[config.mk]
export PLATFORM = sky130hd
export DESIGN_NAME = demux_destino
export DESIGN_NICKNAME = d
export VERILOG_FILES = /design/src/rtl/demux_destino_pkg.sv /design/src/rtl/demux_hold_buf.sv /design/src/rtl/demux_destino.sv
export SDC_FILE = /design/constraint.sdc
export NUM_CORES = 1
export LEC_CHECK = 0
export CELL_PAD_IN_SITES_DETAIL_PLACEMENT = 1
export CELL_PAD_IN_SITES_GLOBAL_PLACEMENT = 2
export CORE_MARGIN = 3
export CORE_UTILIZATION = 36
export CTS_CLUSTER_DIAMETER = 150
export CTS_CLUSTER_SIZE = 28
export DETAILED_ROUTE_END_ITERATION = 7
export PLACE_DENSITY_LB_ADDON = 0.15
export REMOVE_ABC_BUFFERS = 1
export SYNTH_ARGS = -nofsm -noshare
export SYNTH_HDL_FRONTEND = slang
export SYNTH_SLANG_ARGS = --single-unit
export TNS_END_PERCENT = 50
[constraint.sdc]
create_clock -name clk -period 6.46 [get_ports clk]
set_input_delay 0.969 -clock clk [delete_from_list [all_inputs] [get_ports clk]]
set_output_delay 0.969 -clock clk [all_outputs]
set_load 0.01 [all_outputs]
[src/rtl/demux_destino_pkg.sv]
// Shared definitions for the egress destination router.
package demux_destino_pkg;

  localparam int DEST_W   = 2;
  localparam int NUM_DEST = 4;

  typedef enum logic {
    ST_IDLE   = 1'b0,
    ST_ACTIVE = 1'b1
  } state_t;

  // Destination index to one-hot push vector.
  function automatic logic [NUM_DEST-1:0] dest_onehot(input logic [DEST_W-1:0] dest);
    logic [NUM_DEST-1:0] oh;
    oh       = '0;
    oh[dest] = 1'b1;
    return oh;
  endfunction

endpackage

[src/rtl/demux_hold_buf.sv]
// Two-entry in-order hold buffer; accepts push and pop in the same cycle.
module demux_hold_buf #(
  parameter int W = 6
) (
  input  logic         clk,
  input  logic         reset_L,
  input  logic         push,
  input  logic         pop,
  input  logic [W-1:0] din,
  output logic [W-1:0] head,
  output logic [1:0]   count
);

  logic [W-1:0] mem [2];
  logic         rd_ptr;
  logic         wr_ptr;
  logic         do_pop;
  logic         do_push;

  assign do_pop  = pop & (count != 2'd0);
  assign do_push = push & ((count != 2'd2) | do_pop);
  assign head    = mem[rd_ptr];

  // Storage, pointers and occupancy.
  always_ff @(posedge clk or negedge reset_L) begin
    if (!reset_L) begin
      mem[0] <= '0;
      mem[1] <= '0;
      rd_ptr <= 1'b0;
      wr_ptr <= 1'b0;
      count  <= 2'd0;
    end else begin
      if (do_push) begin
        mem[wr_ptr] <= din;
        wr_ptr      <= ~wr_ptr;
      end
      if (do_pop) begin
        rd_ptr <= ~rd_ptr;
      end
      case ({do_push, do_pop})
        2'b10:   count <= count + 2'd1;
        2'b01:   count <= count - 2'd1;
        default: count <= count;
      endcase
    end
  end

endmodule

[src/rtl/demux_destino.sv]
// Egress router: drains the mid FIFO and steers each word to one of four
// destination FIFOs by its 2-bit destination field, holding words in order
// while their destination is almost full.
//
//   state     | meaning
//   ST_IDLE   | no new pops; in-flight and held words still drain
//   ST_ACTIVE | pops issued whenever the mid FIFO has data and nothing is held
module demux_destino
  import demux_destino_pkg::*;
#(
  parameter int DATA_W   = 6,
  parameter int DEST_LSB = 4
) (
  input  logic              clk,
  input  logic              reset_L,
  input  logic              enable,
  input  logic              empty_in,
  input  logic [DATA_W-1:0] data_in,
  output logic              pop_in,
  input  logic              almost_full0,
  input  logic              almost_full1,
  input  logic              almost_full2,
  input  logic              almost_full3,
  output logic              push0,
  output logic              push1,
  output logic              push2,
  output logic              push3,
  output logic [DATA_W-1:0] data_out,
  output logic              idle
);

  state_t                state;
  state_t                state_nxt;
  logic                  inflight;
  logic [NUM_DEST-1:0]   af;
  logic [NUM_DEST-1:0]   push_q;
  logic [DATA_W-1:0]     hold_head;
  logic [1:0]            hold_count;
  logic [DEST_W-1:0]     dest_in;
  logic [DEST_W-1:0]     head_dest;
  logic                  drain;
  logic                  direct;
  logic                  hold_push;

  assign af        = {almost_full3, almost_full2, almost_full1, almost_full0};
  assign {push3, push2, push1, push0} = push_q;
  assign dest_in   = data_in[DEST_LSB +: DEST_W];
  assign head_dest = hold_head[DEST_LSB +: DEST_W];

  // Held head leaves first; a new arrival goes direct only when nothing is held.
  assign drain     = (hold_count != 2'd0) & ~af[head_dest];
  assign direct    = inflight & (hold_count == 2'd0) & ~af[dest_in];
  assign hold_push = inflight & ~direct;

  // State register.
  always_ff @(posedge clk or negedge reset_L) begin
    if (!reset_L) state <= ST_IDLE;
    else          state <= state_nxt;
  end

  // Next state and pop request; pop is forced low during reset.
  always_comb begin
    state_nxt = state;
    pop_in    = 1'b0;
    case (state)
      ST_IDLE: begin
        if (enable) state_nxt = ST_ACTIVE;
      end
      ST_ACTIVE: begin
        if (!enable) state_nxt = ST_IDLE;
        pop_in = reset_L & ~empty_in & (hold_count == 2'd0);
      end
      default: state_nxt = ST_IDLE;
    endcase
  end

  // Read data from the mid FIFO is valid the cycle after the pop.
  always_ff @(posedge clk or negedge reset_L) begin
    if (!reset_L) inflight <= 1'b0;
    else          inflight <= pop_in;
  end

  demux_hold_buf #(.W(DATA_W)) u_hold (
    .clk     (clk),
    .reset_L (reset_L),
    .push    (hold_push),
    .pop     (drain),
    .din     (data_in),
    .head    (hold_head),
    .count   (hold_count)
  );

  // Registered push; data_out keeps its last value when nothing is pushed.
  always_ff @(posedge clk or negedge reset_L) begin
    if (!reset_L) begin
      push_q   <= '0;
      data_out <= '0;
    end else if (drain) begin
      push_q   <= dest_onehot(head_dest);
      data_out <= hold_head;
    end else if (direct) begin
      push_q   <= dest_onehot(dest_in);
      data_out <= data_in;
    end else begin
      push_q   <= '0;
    end
  end

  assign idle = ~inflight & (hold_count == 2'd0) & ~(|push_q) &
                (empty_in | (state == ST_IDLE));

endmodule

# Word level (Yosys, flattened, before mapping)
# Cells that the tools add are included.
# W data, S select, Z words.
[word_totals]
elab_cells = 74
ff_bits = 28
inputBits = 14
output_inout_bits = 12
[op_classes]
n_addsub = 2
bitwise_logic = 24
eq_ne = 3
n_reduce_logical = 8
magnitude_cmp = 7
muxes = 21
[ops]
columns = ["op", "n"]
rows = [
  ["$mux W6", 6],
  ["$bwmux W12", 1],
  ["$and A1 B1 Y1", 11],
  ["$not A1 Y1", 9],
  ["$mux W4", 2],
  ["$demux W6 S1", 1],
  ["$lt A2 B3 Y1 const B", 2],
  ["$mux W1", 6],
  ["$reduce_bool A2 Y1", 3],
  ["$bmux W1 S2", 2],
  ["$demux W1 S2", 2],
  ["$ge A2 B1 Y1 const B", 2],
  ["$ge A2 B2 Y1 const B", 2],
  ["$not A1 Y2", 2],
  ["$pmux W2 S2", 1],
  ["$reduce_or A4 Y1", 1],
  ["$logic_and A1 B1 Y1", 3],
  ["$add A2 B1 Y2 const B", 1],
  ["$eq A2 B1 Y1 const B", 1],
  ["$eq A2 B2 Y1 const B", 1],
  ["$logic_not A2 Y1", 1],
  ["$lt A2 B1 Y1 const B", 1],
  ["$ne A2 B2 Y1 const B", 1],
  ["$or A1 B1 Y1", 2],
  ["$sub A2 B1 Y2 const B", 1],
]

# Depth between registers and ports, before layout
# Gate-level depths: netlist (run 1).
[depth]
word_depth = 13
ltp_mapped = 9
depth_no_buf = 8

# Cells and area by module
# From an unflattened synthesis (run 1), not the netlist that was laid out.
[unflattened]
hier_cells = 113
area_unflattened_um2 = 1445.1
[modules_own_cells]
columns = ["module", "area_each_um2", "seq_area_each_um2", "cells_per_inst", "instances"]
rows = [
  ["demux_hold_buf", 733.2, 400.4, 48, 1],
  ["demux_destino", 711.9, 300.3, 65, 1],
]

# Least setup slack after synthesis (run 1)
# OpenSTA, ideal clock, no wires.
[synth_timing]
path_type = "input to register"
from = "input port data_in[4]"
to = "register u_hold.count[1]"
n_path_buf = 1
cell_stages = 8
required_ns = 6.381
arrival_ns = 2.659
setup_time_ns = 0.079
path_slack_ns = 3.722
path_cell_list = "buf_1 > nor2_1 > a211o_1 > nor2_2 > a211o_1 > ha_1 > nor2_1 > xor2_1"
[synth_between]
elab_chain_cells = 9
word_cells_on_any_way = 11
cone_classes = "eq/ne: 2; mux: 3; bitwise: 5; reduce/logical: 1"
[synth_lines]
columns = ["item", "line", "text"]
rows = [
  ["start: declaration", "demux_destino.sv:18", "input logic [DATA_W-1:0] data_in,"],
  ["$bmux W1 S2 *", "demux_destino.sv:52", "assign direct = inflight & (hold_count == 2'd0) & ~af[dest_in];"],
  ["$mux W1 (implied by the code) *", "demux_destino.sv:52", ""],
  ["$not A1 Y1 *", "demux_destino.sv:52", ""],
  ["$and A1 B1 Y1 *", "demux_destino.sv:52", ""],
  ["$not A1 Y1 *", "demux_destino.sv:53", "assign hold_push = inflight & ~direct;"],
  ["$and A1 B1 Y1 *", "demux_destino.sv:53", ""],
  ["$and A1 B1 Y1 *", "demux_hold_buf.sv:21", "assign do_push = push & ((count != 2'd2) | do_pop);"],
  ["$eq A2 B1 Y1 / $eq A2 B2 Y1 (equally long branches)", "demux_hold_buf.sv:40", "case ({do_push, do_pop})"],
  ["$pmux W2 S2 / $reduce_bool A2 Y1 (equally long branches)", "n/a", ""],
  ["end signal: assignment", "demux_hold_buf.sv:41", "2'b10: count <= count + 2'd1;"],
  ["end signal: assignment", "demux_hold_buf.sv:42", "2'b01: count <= count - 2'd1;"],
  ["end signal: assignment", "demux_hold_buf.sv:43", "default: count <= count;"],
  ["end: declaration", "demux_hold_buf.sv:11", "output logic [1:0] count"],
]
# Every way passes the cells marked *; elsewhere a longest branch is shown, timed or not. The select of a mux whose other input is x is not followed.
# A chain may end at the register's enable or synchronous reset.

# Worst setup path in the final report (run 1)
[layout_timing]
from = "input port reset_L"
to = "output port pop_in"
[layout_between]
elab_chain_cells = 3
[layout_lines]
columns = ["item", "line", "text"]
rows = [
  ["start: declaration", "demux_destino.sv:15", "input logic reset_L,"],
  ["$and A1 B1 Y1 (2 in series)", "demux_destino.sv:71", "pop_in = reset_L & ~empty_in & (hold_count == 2'd0);"],
  ["$mux W1", "demux_destino.sv:65", "case (state)"],
  ["end: declaration", "demux_destino.sv:19", "output logic pop_in,"],
]
# Every way passes these cells.

==> run metrics, run 1 <==
IO Port Bufs 25; Async SR Flop Fraction 100.0%; setup bufs post-CTS 0; RSZ-0062 raised after global routing false; Slew @ Worst Pin 632.6 ps; initial core utilization 39.13%; commonest non-fill, non-tap cell in the layout dfrtp_1; Worst R2R Start u_hold.rd_ptr; Sequential cell area about 700 um2; CP Data Required Time 5490 ps; GRT Overall Usage 14.81%; total CTS buffers 3; hold endpoint u_hold.count[1]; Non-Filler Instances 185; Max Clock Freq 273.0 MHz; drt drc 0; placed cell count between 150 and 200; Non-Filler Cell Area, Final ~1700 um2; WS Path Type in -> out; slack of the worst reg-to-reg path 3760 ps; first-pass GRT wire length 5016 um; initial antenna violation count 0; top-area cell type share of the netlist area 50.86%; GPL Wtd Cong around 0.82; routed len/inst 16.18 um; remaining antenna violation count 0; DRT iter0 DRCs 40; Slew Viols, Final 0; Clock Tree Buf Depth 2; Multi-input gate area 640.6 um2; worst skew pair latency 270 ps; Die Y 67.86 um; grt ovf 0; HPWL after detailed placement 2234 um; Hold Fails Final Rpt 0; TritonCTS clock tree done; endpoint type of the worst setup path output port; worst min path class reg -> reg; setup TNS 0 ps; hold path cells 1; CORE AREA 3521 um2; worst reg2reg path depth 6; share of layout cells above drive strength 1 between 15 and 20%; row cnt 21; largest net degree at the start of global routing 30; Reg clk slew, reported paths ~90 ps; CP startpoint kind primary input; area grow syn2layout 25.34%; IO Pins 26; Filler Cell Count 389; maxcap violations 0; Post-Syn Instances 113; n_diodes 0; clock root cell clkbuf_8; clk_skew approximately 1.3 ps; reg2reg end u_hold.count[1]; yosys warns 0; Seq/Total Area, Yosys 50.86%; Post-Syn Area 1378 um2; Worst EP arrival 2690 ps; vias in the first global route about 1.1k; status completed; commonest cells after routing, fill and taps aside dfrtp_1, clkdlybuf4s50_1, mux2i_1, mux2_2, nor2_1; Vias ~980; final setup fails 0; crit-path max FO 29; HP Start u_hold.count[1]; Relative slew margins 57.75%; final worst path period share 56.70%; Placed Area approximately 1700 um2; EDFF count, synth 0; cts repair resizes 0; Routed WL 2993 um; Top FF cell, synth dfrtp_1; drt first pass iters 4; Avg Cell Area, Syn roughly 12 um2; largest cells by area after synthesis dfrtp_1, mux2_2, mux2i_1; Yosys cell types 34; DIE WIDTH 67.86 um; cts hold-fix bufs 0; DIE AREA 4605 um2; Max VDD drop about 210 uV; # H-tree levels 1; power density over the cells 466.4 nW/um2; synthesized flop and latch total 28; layout net count 155; leakage about 0.7 nW; CTS sink cnt 28; cell taking the most area after synthesis dfrtp_1; via density per instance approximately 5.3; post-layout min period 3663 ps
[state kept, by name, summed over array words and instances, names as in the netlist]
name	count
push_q	4
data_out	6
state	1
u_hold.mem	12
u_hold.rd_ptr	1
inflight	1
u_hold.wr_ptr	1
u_hold.count	2
[stage by stage]
| step | setup WS [ps] | hold WS [ps] | power, mW | utilization (%) |
|---|---|---|---|---|
| after floorplan | 3993 | 469.5 | 0.5714 | - |
| after global placement | 2846 | 488.3 | 0.6936 | 47.48 |
| after detailed placement | 2754 | 499.1 | 0.7088 | 47.48 |
| after CTS | 2748 | 517.6 | 0.8179 | 49.04 |
| after global routing | 2611 | 532.8 | 0.8757 | 49.04 |
| final | 2797 | 508.6 | 0.8053 | 49.04 |
[metal layers]
layer | vias up | global-route usage, % | share of wire [%]
li1 | 463 | - | -
met1 | 488 | 19.16 | 46
met2 | 21 | 24.67 | 47
met3 | 6 | 2.463 | 4.6
met4 | 0 | 5.955 | 1.4
met5 | - | 0 | 0
[cells by family after synthesis]
| group | after synthesis | synth area share (%) |
|---|---|---|
| AO/OA/AOI/OAI | 19 | 11.63 |
| flip-flops | 28 | 50.86 |
| XOR/XNOR | 5 | 3.180 |
| multiplexers | 28 | 21.80 |
| AND/OR/NAND/NOR | 24 | 8.993 |
| adder cells (fa/ha/maj) | 1 | 0.9081 |
| buffers and inverters | 8 | 2.634 |
[synthesized netlist by cell type (2+ instances only)]
master,number
a211o_1,2
a21oi_1,3
buf_2,2
dfrtp_1,28
inv_1,4
mux2_2,13
mux2i_1,14
nand2_1,4
nand3_1,2
nor2_1,6
nor3_1,3
nor3b_1,2
o211ai_1,2
o21ai_0,5
xnor2_1,3
xor2_1,2
[power by group]
part	leakage (nW)	total, mW	switching [mW]	internal (mW)
combinational	0.331	0.377	0.177	0.201
clock	0.0288	0.105	0.0500	0.0545
sequential	0.347	0.323	0.0666	0.257
[worst max-delay path by stage]
stage	startpoint	to	slack (ps)	cells past startpoint
floorplan	empty_in	idle	3990	3
global placement	reset_L	pop_in	2850	5
detailed placement	reset_L	pop_in	2750	5
CTS	reset_L	pop_in	2750	5
global route	reset_L	pop_in	2610	5
finish	reset_L	pop_in	2800	5
[worst max-delay path: stages]
cell	delay, ps
clkdlybuf4s50_1	460
buf_4	340
inv_1	80
nor3_1	260
clkdlybuf4s50_1	580
[area by class of cell]
class,instances,share of cell area [%]
Clock buffer,4,3.188
Inverter,4,0.8696
Multi-Input combinational cell,77,37.10
Sequential cell,28,40.58
Tap cell,46,3.333
Timing Repair Buffer,26,14.93
Power figures use the tool's default switching activity.
==> run 2: changes to the inputs <==
CORE_UTILIZATION = 33   (was 36)
clock period = 3.6 ns   (was 6.46 ns; I/O delays follow)
==> run metrics, run 2 (synthesis results as in run 1) <==
Slew @ Worst Pin 616.8 ps (-15.77 ps); Die Y 70.61 um (+4.1%); cts hold-fix bufs 0 (unchanged); GPL Wtd Cong 0.7742 (-5.5%); setup bufs post-CTS 0 (unchanged); Largest register FFs 12 (unchanged); final setup fails 0 (unchanged); Reg clk slew, reported paths 100 ps (about the same); share of layout cells above drive strength 1 17.86% (+0.59 points); # H-tree levels 1 (unchanged); remaining antenna violation count 0 (unchanged); worst min path class reg -> reg; first-pass GRT wire length 5168 um (+3.0%); Hold Slack 517.4 ps (+8.744 ps); DRT iter0 DRCs 50 (+25%); WS Path Type in -> reg; HP Start u_hold.mem[1]; HPWL after detailed placement 2274 um (+1.8%); commonest cells after routing, fill and taps aside dfrtp_1, clkdlybuf4s50_1, mux2i_1, mux2_2, nor2_1; CP startpoint kind primary input; n_diodes 0 (unchanged); vias in the first global route 1046 (-1.6%); IO Pins 26 (unchanged); Max VDD drop 369.7 uV (+76%); leakage 0.7182 nW (+1.7%); Clock Tree Buf Depth 2 (unchanged); drt first pass iters 4 (unchanged); Max Clock Freq roughly 370 MHz; setup slack after placement 602.9 ps (-2151 ps); GR Util met2 24.74% (+0.074 points); IO Port Bufs 25 (unchanged); area grow syn2layout 27.25%; Setup crit start data_in[4]; status completed; final worst path period share 74.96%; CP Data Required Time 3810 ps (-1680 ps); clock root cell clkbuf_8; commonest non-fill, non-tap cell in the layout dfrtp_1; setup TNS 0 ps (unchanged); largest net degree at the start of global routing 29 (-3.3%); post-layout min period 2698 ps; Top reg by flops u_hold.mem; Worst EP arrival 2910 ps (+220 ps); hold path cells 1 (unchanged); Worst R2R Start u_hold.rd_ptr; TritonCTS clock tree done; DIE AREA 4986 um2 (+8.3%); Top Registers u_hold.mem x12, data_out x6, push_q x4; slack of the worst reg-to-reg path 940 ps (-2820 ps); Sequential cell area 700.7 um2 (unchanged); Vias 967 (-1.1%); grt peak-use layer met2; power density over the cells 866.1 nW/um2 (+86%); Non-Filler Cell Area, Final 1753 um2 (+1.5%); worst skew pair latency 270 ps (about the same); GRT Overall Usage 13.40% (-1.4 points); Hold Fails Final Rpt 0 (unchanged); cts repair resizes 0 (unchanged); CTS sink cnt 28 (unchanged); drt drc 0 (unchanged); Placed Area 1682 um2 (+0.60%); critical path, cell by cell clkdlybuf4s50_1 > nor2_1 > a211o_1 > nor2_2 > a211o_1 > ha_1 > nor2_1 > xor2_1; slowest CP cell clkdlybuf4s50_1; maxcap violations 0 (unchanged); max incr delay on CP 660 ps (+80 ps); grt ovf 0 (unchanged); endpoint type of the worst setup path register; Multi-input gate area 640.6 um2 (unchanged); Relative slew margins 58.81% (+1.1 points); CORE AREA 3826 um2 (+8.7%); worst reg2reg path depth 5 (-1); row cnt 22 (+4.8%); met1 Use GR 15.17% (-4.0 points); initial antenna violation count 0 (unchanged); DIE WIDTH 70.61 um (+4.1%); initial core utilization 36.00% (-3.1 points); GR Layer Usage met3 3.977% (+1.5 points); RSZ-0062 raised after global routing false; routed len/inst 16.44 um (+1.6%); Filler Cell Count 404 (+3.9%); layout net count 156 (+0.65%); crit-path max FO 9 (-69%); clk_skew 2.046 ps (+0.7477 ps); Routed WL 3091 um (+3.3%); Slew Viols, Final 0 (unchanged); via density per instance 5.144 (-2.7%); fin worst setup slack 901.5 ps (-1895 ps); total CTS buffers 3 (unchanged)
## run 2: through the flow
step	power (mW)	instances	util [%]
after floorplan	1.025	109	-
after global placement	1.266	184	43.95
after detailed placement	1.289	184	43.95
after CTS	1.544	188	45.81
after global routing	1.640	188	45.81
final	1.518	188	45.81
## run 2: final cells by class
| class | instances | share of cell area [%] |
|---|---|---|
| Tap cell | 48 | 3.426 |
| Sequential cell | 28 | 39.97 |
| Clock buffer | 3 | 2.355 |
| Inverter | 4 | 0.8565 |
| Clock inverter | 1 | 1.713 |
| Multi-Input combinational cell | 77 | 36.55 |
| Timing Repair Buffer | 27 | 15.13 |
## run 2: final timing paths
path	endpoint
min in group asynchronous	u_hold.count[1]
setup reg to reg	u_hold.mem[1]
hold / removal	u_hold.mem[1]
hold reg to reg	u_hold.mem[1]
setup / recovery	u_hold.count[1]
max in group asynchronous	data_out[5]
## run 2: layer usage
| layer | up-vias | share of wire, % | routed length, um |
|---|---|---|---|
| met2 | 21 | 53 | 1641 |
| met4 | 0 | 0.74 | 23 |
| li1 | 463 | - | - |
| met1 | 481 | 41 | 1280 |
| met5 | - | 0 | 0 |
| met3 | 2 | 4.7 | 144 |
## run 2: power by group
part | switching [mW] | total [mW] | internal [mW] | leakage [nW]
sequential | 0.122 | 0.582 | 0.461 | 0.347
combinational | 0.315 | 0.688 | 0.373 | 0.336
clock | 0.0984 | 0.247 | 0.149 | 0.0357
## run 2: critical path: cells and delay by family
kind	cells	cell delay, ps
and+or+nand+nor	3	710
xor gates and xnor gates	1	140
AOI/OAI and AO/OA	2	580
buffers and inverters	1	660
adders and majority gates	1	260
==> run 3: changes to the inputs <==
CORE_UTILIZATION = 30   (was 33)
clock period = 2.48 ns   (was 3.6 ns; I/O delays follow)
==> run metrics, run 3 (synthesis results as in run 1) <==
status completed; CP startpoint kind register; Relative slew margins 72.74% (+14 points); placed cell count 195 (+6.0%); Worst EP arrival 2490 ps (-420 ps); final setup fails 0 (unchanged); GRT Overall Usage 14.16% (+0.75 points); crit-path max FO 7 (-2); RSZ-0062 raised after global routing false; GPL Wtd Cong 0.8173 (+5.6%); layout net count 163 (+4.5%); drt drc 0 (unchanged); total CTS buffers 3 (unchanged); DIE AREA 5441 um2 (+9.1%); TritonCTS clock tree done; Die Y 73.77 um (+4.5%); HPWL after detailed placement 2515 um (+11%); endpoint type of the worst setup path register; Routed WL 3305 um (+6.9%); slowest CP cell dfrtp_2; cts hold-fix bufs 0 (unchanged); Hold Fails Final Rpt 0 (unchanged); Slew @ Worst Pin 408.1 ps (-208.7 ps); Top Registers u_hold.mem x12, data_out x6, push_q x4; largest net degree at the start of global routing 29 (unchanged); fin worst setup slack 201.1 ps (-700.4 ps); slack of the worst reg-to-reg path 200 ps (-740 ps); IO Port Bufs 25 (unchanged); n_diodes 0 (unchanged); CORE AREA 4384 um2 (+15%); Top reg by flops u_hold.mem; Vias 1028 (+6.3%); Max Clock Freq 438.8 MHz; Max VDD drop 591.2 uV (+60%); cell depth of the worst setup path 7 (-1); max incr delay on CP 450 ps (-210 ps); remaining antenna violation count 0 (unchanged); setup bufs post-CTS 0 (unchanged); Slew Viols, Final 0 (unchanged); # H-tree levels 1 (unchanged); clock root cell clkbuf_8; row cnt 24 (+9.1%); final worst path period share 91.89%; via density per instance 5.166 (+0.43%); leakage 0.7543 nW (+5.0%); initial antenna violation count 0 (unchanged); DRT iter0 DRCs 17 (-66%); Non-Filler Instances 199 (+5.9%); vias in the first global route 1194 (+14%); setup TNS 0 ps (unchanged); worst reg2reg path depth 7 (+2); Reg clk slew, reported paths 100 ps (about the same); initial core utilization 31.42% (-4.6 points); Largest register FFs 12 (unchanged); drt first pass iters 3 (-1); routed len/inst 16.61 um (+1.0%); clk_skew 2.164 ps (+0.1178 ps); commonest cells after routing, fill and taps aside dfrtp_1, clkdlybuf4s50_1, mux2i_1, mux2_2, buf_4; Clock Tree Buf Depth 2 (unchanged); maxcap violations 0 (unchanged); power density over the cells 1240 nW/um2 (+43%); share of layout cells above drive strength 1 22.45% (+4.6 points); setup slack after placement 25.22 ps (-577.7 ps); cts repair resizes 0 (unchanged); worst skew pair latency 280 ps (about the same); WS Path Type reg -> reg; first-pass GRT wire length 5844 um (+13%); IO Pins 26 (unchanged); grt ovf 0 (unchanged); worst min path class in -> async; CTS sink cnt 28 (unchanged); critical path buffer and inverter count 0 (-1); area grow syn2layout 32.15%; DIE WIDTH 73.77 um (+4.5%); post-layout min period 2279 ps; CP Data Required Time 2690 ps (-1120 ps); Pwr Total 2.257 mW (+49%); Layout Utilization 41.52% (-4.3 points); critical path, cell by cell mux2_2 > mux2i_4 > o211ai_2 > a211o_1 > ha_1 > nor2_1 > xor2_1; Top delay family on crit path multiplexers; commonest non-fill, non-tap cell in the layout dfrtp_1
## run 3: changes by cell type in the layout (fill, tap and decap cells not counted), sizes merged
cell and change:
buf +7
## run 3: per-layer routing
metal  up-vias  wire, um  GRT usage [%]
li1        477         -              -
met4         0        23          3.622
met2        19      1707          24.21
met1       530      1476          18.13
met5         -         0              0
met3         2        98          2.873
## run 3: final timing paths
| kind | start | to |
|---|---|---|
| worst max register to register | u_hold.rd_ptr | u_hold.count[1] |
| worst max-delay path | u_hold.rd_ptr | u_hold.count[1] |
| worst min-delay path | reset_L | state |
| worst min register to register | u_hold.count[1] | u_hold.count[1] |
| min in group clk | u_hold.count[1] | u_hold.count[1] |
| max in group asynchronous | reset_L | u_hold.rd_ptr |
## run 3: layout make-up
| class | count | area (um2) |
|---|---|---|
| Clock inverter | 1 | 30.03 |
| Inverter | 4 | 15.01 |
| Fill cell | 464 | 2564 |
| Tap cell | 52 | 65.06 |
| Timing Repair Buffer | 34 | 317.8 |
| Sequential cell | 28 | 701.9 |
| Multi-Input combinational cell | 77 | 649.4 |
| Clock buffer | 3 | 41.29 |
## run 3: through the flow
| stage | cell area (um2) | hold WS (ps) |
|---|---|---|
| after floorplan | 1356 | 76.41 |
| after global placement | 1739 | 490.0 |
| after detailed placement | 1739 | 493.2 |
| after CTS | 1810 | 511.6 |
| after global routing | 1821 | 517.7 |
| final | 1821 | 500.3 |
## run 3: report_power, final
group | total [mW] | internal (mW) | switching (mW)
Combinational | 1.06 | 0.567 | 0.497
Clock | 0.366 | 0.216 | 0.149
Sequential | 0.828 | 0.671 | 0.157
